File: src/rtl/sign_conv_pkg.sv
// sign_conv_pkg: conversion mode encoding and legal data-width range for sign_converter_pipe.
package sign_conv_pkg;
  localparam int WIDTH_MIN = 4;
  localparam int WIDTH_MAX = 32;
  typedef enum logic [1:0] {
    MODE_PASS  = 2'b00,
    MODE_TC2SM = 2'b01,
    MODE_SM2TC = 2'b10,
    MODE_ABS   = 2'b11
  } mode_e;
endpackage

File: src/rtl/sign_conv_core.sv
// sign_conv_core: combinational sign conversion (pass, tc->sm, sm->tc, abs) with saturation flag.
module sign_conv_core
  import sign_conv_pkg::*;
#(
  parameter int WIDTH = 8
) (
  input  logic [1:0]       i_mode,
  input  logic [WIDTH-1:0] i_data,
  input  logic             i_sign,
  input  logic             i_min,
  output logic [WIDTH-1:0] o_data,
  output logic             o_ovf
);
  mode_e            w_mode;
  logic [WIDTH-1:0] w_neg;
  logic [WIDTH-1:0] w_mag_neg;
  assign w_mode    = mode_e'(i_mode);
  assign w_neg     = -i_data;
  assign w_mag_neg = -{1'b0, i_data[WIDTH-2:0]};
  // i_min is the lone two's-complement value whose magnitude does not fit
  assign o_ovf     = i_min & (w_mode == MODE_TC2SM | w_mode == MODE_ABS);
  always_comb begin
    o_data = !i_sign                ? i_data :
             w_mode == MODE_TC2SM   ? (i_min ? '1 : {1'b1, w_neg[WIDTH-2:0]}) :
             w_mode == MODE_SM2TC   ? w_mag_neg :
             w_mode == MODE_ABS     ? (i_min ? {1'b0, {(WIDTH-1){1'b1}}} : w_neg) :
                                      i_data;
  end
endmodule

File: src/rtl/sign_converter_pipe.sv
// sign_converter_pipe: 2-stage valid/ready sign converter; stage 1 decodes, stage 2 holds result.
// Define SIGN_CONV_OVF_CNT_EN to add the saturating ovf_count output.
module sign_converter_pipe
  import sign_conv_pkg::*;
#(
  parameter int WIDTH     = 8,
  parameter int OVF_CNT_W = 16
) (
  input  logic             clk,
  input  logic             rst_n,
  input  logic             in_valid,
  output logic             in_ready,
  input  logic [1:0]       in_mode,
  input  logic [WIDTH-1:0] in_data,
  output logic             out_valid,
  input  logic             out_ready,
  output logic [WIDTH-1:0] out_data,
  output logic             out_ovf
`ifdef SIGN_CONV_OVF_CNT_EN
  ,
  output logic [OVF_CNT_W-1:0] ovf_count
`endif
);
  if (WIDTH < WIDTH_MIN || WIDTH > WIDTH_MAX || OVF_CNT_W < 1) begin : g_bad_cfg
    $error("sign_converter_pipe: WIDTH or OVF_CNT_W out of range");
  end
  logic             r_s1_valid;
  logic [1:0]       r_s1_mode;
  logic [WIDTH-1:0] r_s1_data;
  logic             r_s1_sign;
  logic             r_s1_min;
  logic             r_s2_valid;
  logic [WIDTH-1:0] r_s2_data;
  logic             r_s2_ovf;
  logic             w_s2_load;
  logic             w_s1_adv;
  logic [WIDTH-1:0] w_res;
  logic             w_ovf;
  assign w_s2_load = !r_s2_valid | out_ready;
  assign w_s1_adv  = r_s1_valid & w_s2_load;
  assign in_ready  = !r_s1_valid | w_s1_adv;
  always_ff @(posedge clk) begin
    if (!rst_n) begin
      r_s1_valid <= 1'b0;
      r_s1_mode  <= '0;
      r_s1_data  <= '0;
      r_s1_sign  <= 1'b0;
      r_s1_min   <= 1'b0;
    end else if (in_ready) begin
      r_s1_valid <= in_valid;
      if (in_valid) begin
        r_s1_mode <= in_mode;
        r_s1_data <= in_data;
        r_s1_sign <= in_data[WIDTH-1];
        r_s1_min  <= in_data == {1'b1, {(WIDTH-1){1'b0}}};
      end
    end
  end
  sign_conv_core #(.WIDTH(WIDTH)) u_core (
    .i_mode (r_s1_mode),
    .i_data (r_s1_data),
    .i_sign (r_s1_sign),
    .i_min  (r_s1_min),
    .o_data (w_res),
    .o_ovf  (w_ovf)
  );
  always_ff @(posedge clk) begin
    if (!rst_n) begin
      r_s2_valid <= 1'b0;
      r_s2_data  <= '0;
      r_s2_ovf   <= 1'b0;
    end else if (w_s2_load) begin
      r_s2_valid <= r_s1_valid;
      if (r_s1_valid) begin
        r_s2_data <= w_res;
        r_s2_ovf  <= w_ovf;
      end
    end
  end
  assign out_valid = r_s2_valid;
  assign out_data  = r_s2_data;
  assign out_ovf   = r_s2_ovf;
`ifdef SIGN_CONV_OVF_CNT_EN
  logic [OVF_CNT_W-1:0] r_ovf_count;
  always_ff @(posedge clk) begin
    if (!rst_n) r_ovf_count <= '0;
    else if (r_s2_valid & out_ready & r_s2_ovf & ~&r_ovf_count) r_ovf_count <= r_ovf_count + 1'b1;
  end
  assign ovf_count = r_ovf_count;
`endif
endmodule

File: config.mk
export PLATFORM = sky130hd
export DESIGN_NAME = sign_converter_pipe
export DESIGN_NICKNAME = d
export VERILOG_FILES = /design/src/rtl/sign_conv_pkg.sv /design/src/rtl/sign_conv_core.sv /design/src/rtl/sign_converter_pipe.sv
export SDC_FILE = /design/constraint.sdc
export NUM_CORES = 1
export LEC_CHECK = 0
export CAP_MARGIN = 15
export CORE_UTILIZATION = 45
export CTS_BUF_LIST = sky130_fd_sc_hd__clkbuf_16
export CTS_CLUSTER_DIAMETER = 50
export DETAILED_ROUTE_END_ITERATION = 10
export HOLD_SLACK_MARGIN = 0.05
export PLACE_DENSITY_LB_ADDON = 0.1
export SKIP_CTS_REPAIR_TIMING = 1
export SLEW_MARGIN = 20
export SYNTH_ARGS = -nofsm -noshare
export SYNTH_HDL_FRONTEND = slang
export SYNTH_SLANG_ARGS = --single-unit
File: constraint.sdc
create_clock -name clk -period 3.65 [get_ports clk]
set_input_delay 0.73 -clock clk [delete_from_list [all_inputs] [get_ports clk]]
set_output_delay 0.73 -clock clk [all_outputs]
set_load 0.02 [all_outputs]
# Yosys cells after proc, flatten, opt, wreduce, memory -nomap -nowiden
# Index checks and enable logic that the tools add are counted.
# op_classes
addsub	2
n_bitwise	5
n_reduce_logical	4
mux	6
n_eq_ne	4
# ops
op	n
2-to-1 mux 8 bit	5
== test 8 bit (second input constant)	1
negation 7 -> 8 bit	1
negation 8 bit	1
2-to-1 mux 7 bit	1
== test 2 bit (second input constant)	2
AND reduction 2 bit	2
bitwise OR 1 bit	3
bitwise AND 1 bit	2
== test 2 x 1 -> 1 bit (second input constant)	1
zero test 1 bit	2
# totals
input_bits	14
word_cells	29
reg_bits	23
output_inout_bits	11

# Logic depth before layout (Yosys ltp)
# Gate-level depths: netlist (run 1).
# depth
depth_word	6
depth_mapped	5
depth_no_buf	5

# Modules after synthesis
# A second synthesis (run 1) with hierarchy kept.
# hier_totals
hier_cells	149
area_unflattened_um2	1177.4
# modules_own_cells
mod	cells_each	instances	area_each_um2	seq_area_each_um2
sign_converter_pipe	100	1	908.4	440.4
sign_conv_core	49	1	269.0	0.0

# Least setup slack after synthesis (run 1)
# OpenSTA, ideal clock, no wires.
# synth_path
kind	in2out
from	input out_ready
to	output in_ready
t_arrival_ns	1.156
slack_ns	1.764
t_required_ns	2.920
path_buffers	1
path_stages	2
cell_sequence	nand3b_2 -> buf_2
# synth_between
elab_chain_len	3
# synth_lines
item	line_no	text
start: declaration	sign_converter_pipe.sv:16	input logic out_ready,
bitwise OR 1 bit	sign_converter_pipe.sv:39	assign w_s2_load = !r_s2_valid | out_ready;
bitwise AND 1 bit	sign_converter_pipe.sv:40	assign w_s1_adv = r_s1_valid & w_s2_load;
bitwise OR 1 bit	sign_converter_pipe.sv:41	assign in_ready = !r_s1_valid | w_s1_adv;
end: declaration	sign_converter_pipe.sv:12	output logic in_ready,
# Every way passes these cells.

# Final worst setup path (run 1)
# Ends and elaborated chain as after synthesis.

==> results of run 1 <==
cell type report:
cell class                      instances  area, um2
Inverter                                4       15.0
Sequential cell                        22        440
Tap cell                               28       35.0
Multi-Input combinational cell         95        593
Fill cell                             197        852
Clock buffer                            3       75.1
Timing Repair Buffer                   24        240
Clock inverter                          1       3.75
worst min-delay path, cell delays in order (launching register included):
cell and delay (ps):
dfxtp_1 310, nand3_1 50, o21ai_1 50
worst min-delay path by stage:
stage,endpoint,cells past startpoint
4_1_cts,out_data[1],2
2_1_floorplan,r_s1_min,2
5_1_grt,out_data[7],2
6_report,out_data[7],2
3_5_place_dp,out_data[7],2
3_3_place_gp,out_data[1],2
metrics by stage:
| step | cells | hold WS [ps] |
|---|---|---|
| after detailed placement | 173 | 450 |
| after CTS | 177 | 456 |
| after floorplan | 128 | 439 |
| final | 177 | 454 |
| after global placement | 173 | 439 |
| after global routing | 177 | 493 |
state kept, by name, indices dropped and copies added (netlist names):
register / count
r_s1_valid: 1
r_s1_data: 8
r_s1_min: 1
r_s1_mode: 2
out_ovf: 1
out_valid: 1
out_data: 8
power by group through the flow:
stage	combinational (mW)	clock [mW]	sequential, mW
finish	0.0830	0.229	0.266
global route	0.0917	0.243	0.268
CTS	0.0830	0.234	0.266
detailed placement	0.0824	0	0.271
global placement	0.0810	0	0.271
floorplan	0.0444	0	0.275
cells in the mapped netlist, types with 3 or more instances:
cell type,number
dfxtp_1,22
inv_1,4
a21boi_1,11
nand2_1,20
nor3_1,4
xnor2_1,3
nor2_1,5
a21boi_0,4
o21ai_0,6
nand3_1,12
a21oi_1,7
routing by layer:
metal | up-vias | wire length, um
li1 | 497 | -
met1 | 439 | 1040
met2 | 26 | 1080
met3 | 5 | 108
met4 | 0 | 44
met5 | - | 0
kinds of logic after synthesis:
logic type	after synthesis	synth area share, %
and+or+nand+nor	55	28.4
AOI/OAI and AO/OA	36	22.6
DFF	22	40.5
buffers and inverters	11	4.95
xor gates and xnor gates	3	2.42
adders and majority gates	1	1.15
==> results.sh, run 1 <==
export IMPL_outcome="finished, final reports clean"
export IMPL_grt_pass1_wl_um=3920
export IMPL_grt_busiest_layer="met2"
export IMPL_routed_wl_um=2270
export IMPL_drive_above_1_share_pct=6.71
export IMPL_syn_nets=143
export IMPL_grtUsageMet1_pct=23.0
export IMPL_cp_depth=3
export IMPL_io_pins=25
export IMPL_cts_buffer_depth=2
export IMPL_cts_tree="yes"
export IMPL_max_stage_delay_ps=620
export IMPL_area_growth_syn_to_layout_pct=29.0
export IMPL_path_max_fanout=14
export IMPL_htreeDepth=1
export IMPL_gr_usage_met3_pct=5.06
export IMPL_grt_max_degree=25
export IMPL_drtIter0Drc=15
export IMPL_antenna_cells=0
export IMPL_firstDrtPassIters=4
export IMPL_setup_ws_ps=775
export IMPL_holdCritPathClass="register to register"
export IMPL_place_congestion=0.814
export IMPL_insertion_delay_ps=250
export IMPL_switchingPower_mw=0.137
export IMPL_relSlewSlack_pct=51.7
export IMPL_r2r_slack_ps=2260
export IMPL_path_buf_inv=2
export IMPL_syn_inst=128
export IMPL_synth_seq_area_share_pct=40.5
export IMPL_die_w_um=51.2
export IMPL_portBuffers=24
export IMPL_die_y_um=51.2
export IMPL_die_area_um2=2620
export IMPL_vias_per_cell=5.46
export IMPL_power_leakage_nw=0.493
export IMPL_startpoint="out_ready"
export IMPL_row_count=17
export IMPL_fmax_mhz=348
export IMPL_vias=967
export IMPL_use_met2_pct=34.6
export IMPL_root_buffer="clkbuf_16"
export IMPL_synth_edf_count=0
export IMPL_total_power_mw=0.578
export IMPL_synth_distinct_cells=35
export IMPL_path_common_cell="clkdlybuf4s50_1"
export IMPL_cts_made_buffers=3
export IMPL_wl_per_cell_um=12.8
export IMPL_seq_power_share_pct=46.0
export IMPL_hold_viol=0
export IMPL_layout_commonest_cell="clkdlybuf4s50_1"
export IMPL_postRouteAntennaNets=0
export IMPL_fin_tns_setup_ps=0
export IMPL_tightest_slew_ps=722
export IMPL_switching_share_pct=23.7
export IMPL_crit_required_ps=2920
export IMPL_synthesis_area_um2=1090
export IMPL_reg2reg_to="r_s1_data[0]"
export IMPL_fin_skew_ps=2.03
export IMPL_cp_arrival_ps=2140
export IMPL_grt_antenna_before_repair=0
export IMPL_min_period_ps=2870
export IMPL_ys_seq_elements=22
export IMPL_utilization_pct=62.2
export IMPL_drv_slew=0
export IMPL_slowest_stage="clkdlybuf4s50_1"
export IMPL_power_internal_mw=0.441
export IMPL_dpl_worst_slack_ps=790
export IMPL_nNetsFinal=165
export IMPL_reg2reg_from="r_s1_valid"
export IMPL_placed_area_um2=1320
export IMPL_place_hpwl_um=1690
export IMPL_cp_end_kind="output port"
export IMPL_final_area_um2=1400
export IMPL_p_comb_share_pct=14.3
export IMPL_drc=0
export IMPL_avgSynthCellArea_um2=8.49
export IMPL_period_share_pct=78.8
export IMPL_setup_viol=0
export IMPL_powerDensity_nw_per_um2=412
export IMPL_start_kind="input port"
export IMPL_synth_flop_cell="dfxtp_1"
export IMPL_numClockSinks=22
export IMPL_gr_total_overflow=0
export IMPL_setup_worst_path_class="input port to output port"
export IMPL_initial_core_util_pct=48.2
export IMPL_reg2reg_depth=4
export IMPL_clkSlewWorstSetupHoldPaths_ps=60
export IMPL_rsz0062_at_grt="false"
export IMPL_core_area_um2=2250
export IMPL_clockPowerShare_pct=39.6
export IMPL_track_usage_pct=20.1
export IMPL_critPathCapture="in_ready"
export IMPL_layout_common_cells="clkdlybuf4s50_1 (24), dfxtp_1 (22), nand2_1 (20)"
export IMPL_synth_area_leader_cell="dfxtp_1"
export IMPL_ys_warn_count=0
export IMPL_grt_pass1_vias=891
export IMPL_cp_cell_sequence="clkdlybuf4s50_1, nand3b_2, clkdlybuf4s50_1"
export IMPL_maxCapViolations=0
export IMPL_irDropWorstVdd_v=0.000259
export IMPL_worstHoldStart="out_data[7]"
export IMPL_ys_top_cells_by_area="dfxtp_1 (41%), a21boi_1 (7.6%), nand2_1 (6.9%)"
export IMPL_crit_family="buffers and inverters"
export IMPL_netlist_area_leader_share_pct=40.5
export IMPL_async_flop_share_pct=0
No activity file was read; power rests on OpenSTA's default activity.
==> inputs of run 2 (changes only) <==
clock period = 2.8 ns   (was 3.65 ns; I/O delays follow)
==> results.sh, run 2 (synthesized netlist as in run 1, its figures left out) <==
export IMPL_nNetsFinal=167
export IMPL_r2r_slack_ps=1430
export IMPL_drc=0
export IMPL_grt_pass1_wl_um=3930
export IMPL_power_internal_mw=0.576
export IMPL_switching_share_pct=23.1
export IMPL_vias=955
export IMPL_utilization_pct=62.9
export IMPL_max_stage_delay_ps=610
export IMPL_area_growth_syn_to_layout_pct=30.4
export IMPL_place_hpwl_um=1710
export IMPL_path_buf_inv=2
export IMPL_die_area_um2=2620
export IMPL_routed_wl_um=2210
export IMPL_fmax_mhz=428
export IMPL_cp_end_kind="output port"
export IMPL_crit_family="buffers and inverters"
export IMPL_setup_viol=0
export IMPL_postRouteAntennaNets=0
export IMPL_cts_buffer_depth=2
export IMPL_final_area_um2=1420
export IMPL_fin_tns_setup_ps=0
export IMPL_setup_ws_ps=461
export IMPL_outcome="finished, final reports clean"
export IMPL_vias_per_cell=5.34
export IMPL_layout_common_cells="clkdlybuf4s50_1 (24), dfxtp_1 (22), nand2_1 (20)"
export IMPL_start_kind="input port"
export IMPL_placed_area_um2=1340
export IMPL_cp_cell_sequence="clkdlybuf4s50_1, nand3b_2, clkdlybuf4s50_1"
export IMPL_io_pins=25
export IMPL_track_usage_pct=19.9
export IMPL_initial_core_util_pct=48.2
export IMPL_gr_total_overflow=0
export IMPL_insertion_delay_ps=250
export IMPL_irDropWorstVdd_v=0.000301
export IMPL_tightest_slew_ps=395
export IMPL_layout_commonest_cell="clkdlybuf4s50_1"
export IMPL_dpl_worst_slack_ps=468
export IMPL_drive_above_1_share_pct=7.95
export IMPL_seq_power_share_pct=46.3
export IMPL_fin_skew_ps=1.72
export IMPL_dp_cells=175
export IMPL_n_fill_cell=212
export IMPL_clockPowerShare_pct=39.3
export IMPL_hold_slack_ps=464
export IMPL_total_power_mw=0.749
export IMPL_period_share_pct=83.5
export IMPL_switchingPower_mw=0.173
export IMPL_rsz0062_at_grt="false"
export IMPL_root_buffer="clkbuf_16"
export IMPL_antenna_cells=0
export IMPL_place_congestion=0.845
export IMPL_p_comb_share_pct=14.4
export IMPL_clkSlewWorstSetupHoldPaths_ps=60
export IMPL_crit_required_ps=2240
export IMPL_powerDensity_nw_per_um2=529
export IMPL_min_period_ps=2340
export IMPL_drv_slew=0
export IMPL_path_max_fanout=2
export IMPL_holdCritPathClass="register to register"
export IMPL_cts_made_buffers=3
export IMPL_grt_antenna_before_repair=0
export IMPL_row_count=17
export IMPL_numClockSinks=22
export IMPL_power_leakage_nw=0.502
export IMPL_fin_cells=179
export IMPL_maxCapViolations=0
export IMPL_path_common_cell="clkdlybuf4s50_1"
export IMPL_die_w_um=51.2
export IMPL_wl_per_cell_um=12.3
export IMPL_grt_pass1_vias=944
export IMPL_grt_max_degree=25
export IMPL_cts_tree="yes"
export IMPL_core_area_um2=2250
export IMPL_htreeDepth=1
export IMPL_slowest_stage="clkdlybuf4s50_1"
export IMPL_relSlewSlack_pct=73.6
export IMPL_drtIter0Drc=5
export IMPL_cp_arrival_ps=1780
export IMPL_die_y_um=51.2
export IMPL_setup_worst_path_class="input port to output port"
export IMPL_firstDrtPassIters=4
export IMPL_portBuffers=24
export IMPL_hold_viol=0
==> run 2: cell type report <==
class	instances	area, um2	area share, %
Multi-Input combinational cell	95	593	41.8
Sequential cell	22	440	31.1
Timing Repair Buffer	26	255	18.0
Clock buffer	3	75.1	5.30
Tap cell	28	35.0	2.47
Inverter	4	15.0	1.06
Clock inverter	1	3.75	0.265
==> run 2: final timing paths <==
| kind | start | endpoint | cells past startpoint |
|---|---|---|---|
| worst min-delay path | out_data[7] | out_data[7] | 2 |
| worst max-delay path | out_ready | in_ready | 3 |
| worst max register to register | r_s1_valid | r_s1_data[4] | 5 |
| worst min register to register | out_data[7] | out_data[7] | 2 |
==> run 2: tightest hold or removal path, stage by stage (launching register included) <==
cell	delay, ps
dfxtp_1	300
nand3_1	60
o21ai_1	60
==> run 2: per-layer routing <==
metal | share of wire, % | GRT usage [%] | wire, um
met5 | 0 | 0 | 0
met4 | 0.72 | 8.80 | 16
met3 | 3.1 | 2.98 | 68
met2 | 50 | 36.2 | 1100
met1 | 46 | 22.6 | 1020
==> run 2: power groups by stage <==
stage,Combinational (mW),Sequential (mW),Clock (mW)
after floorplan,0.0579,0.358,0
after global placement,0.107,0.353,0
after detailed placement,0.109,0.354,0
after CTS,0.109,0.347,0.298
after global routing,0.120,0.349,0.313
final,0.108,0.347,0.294
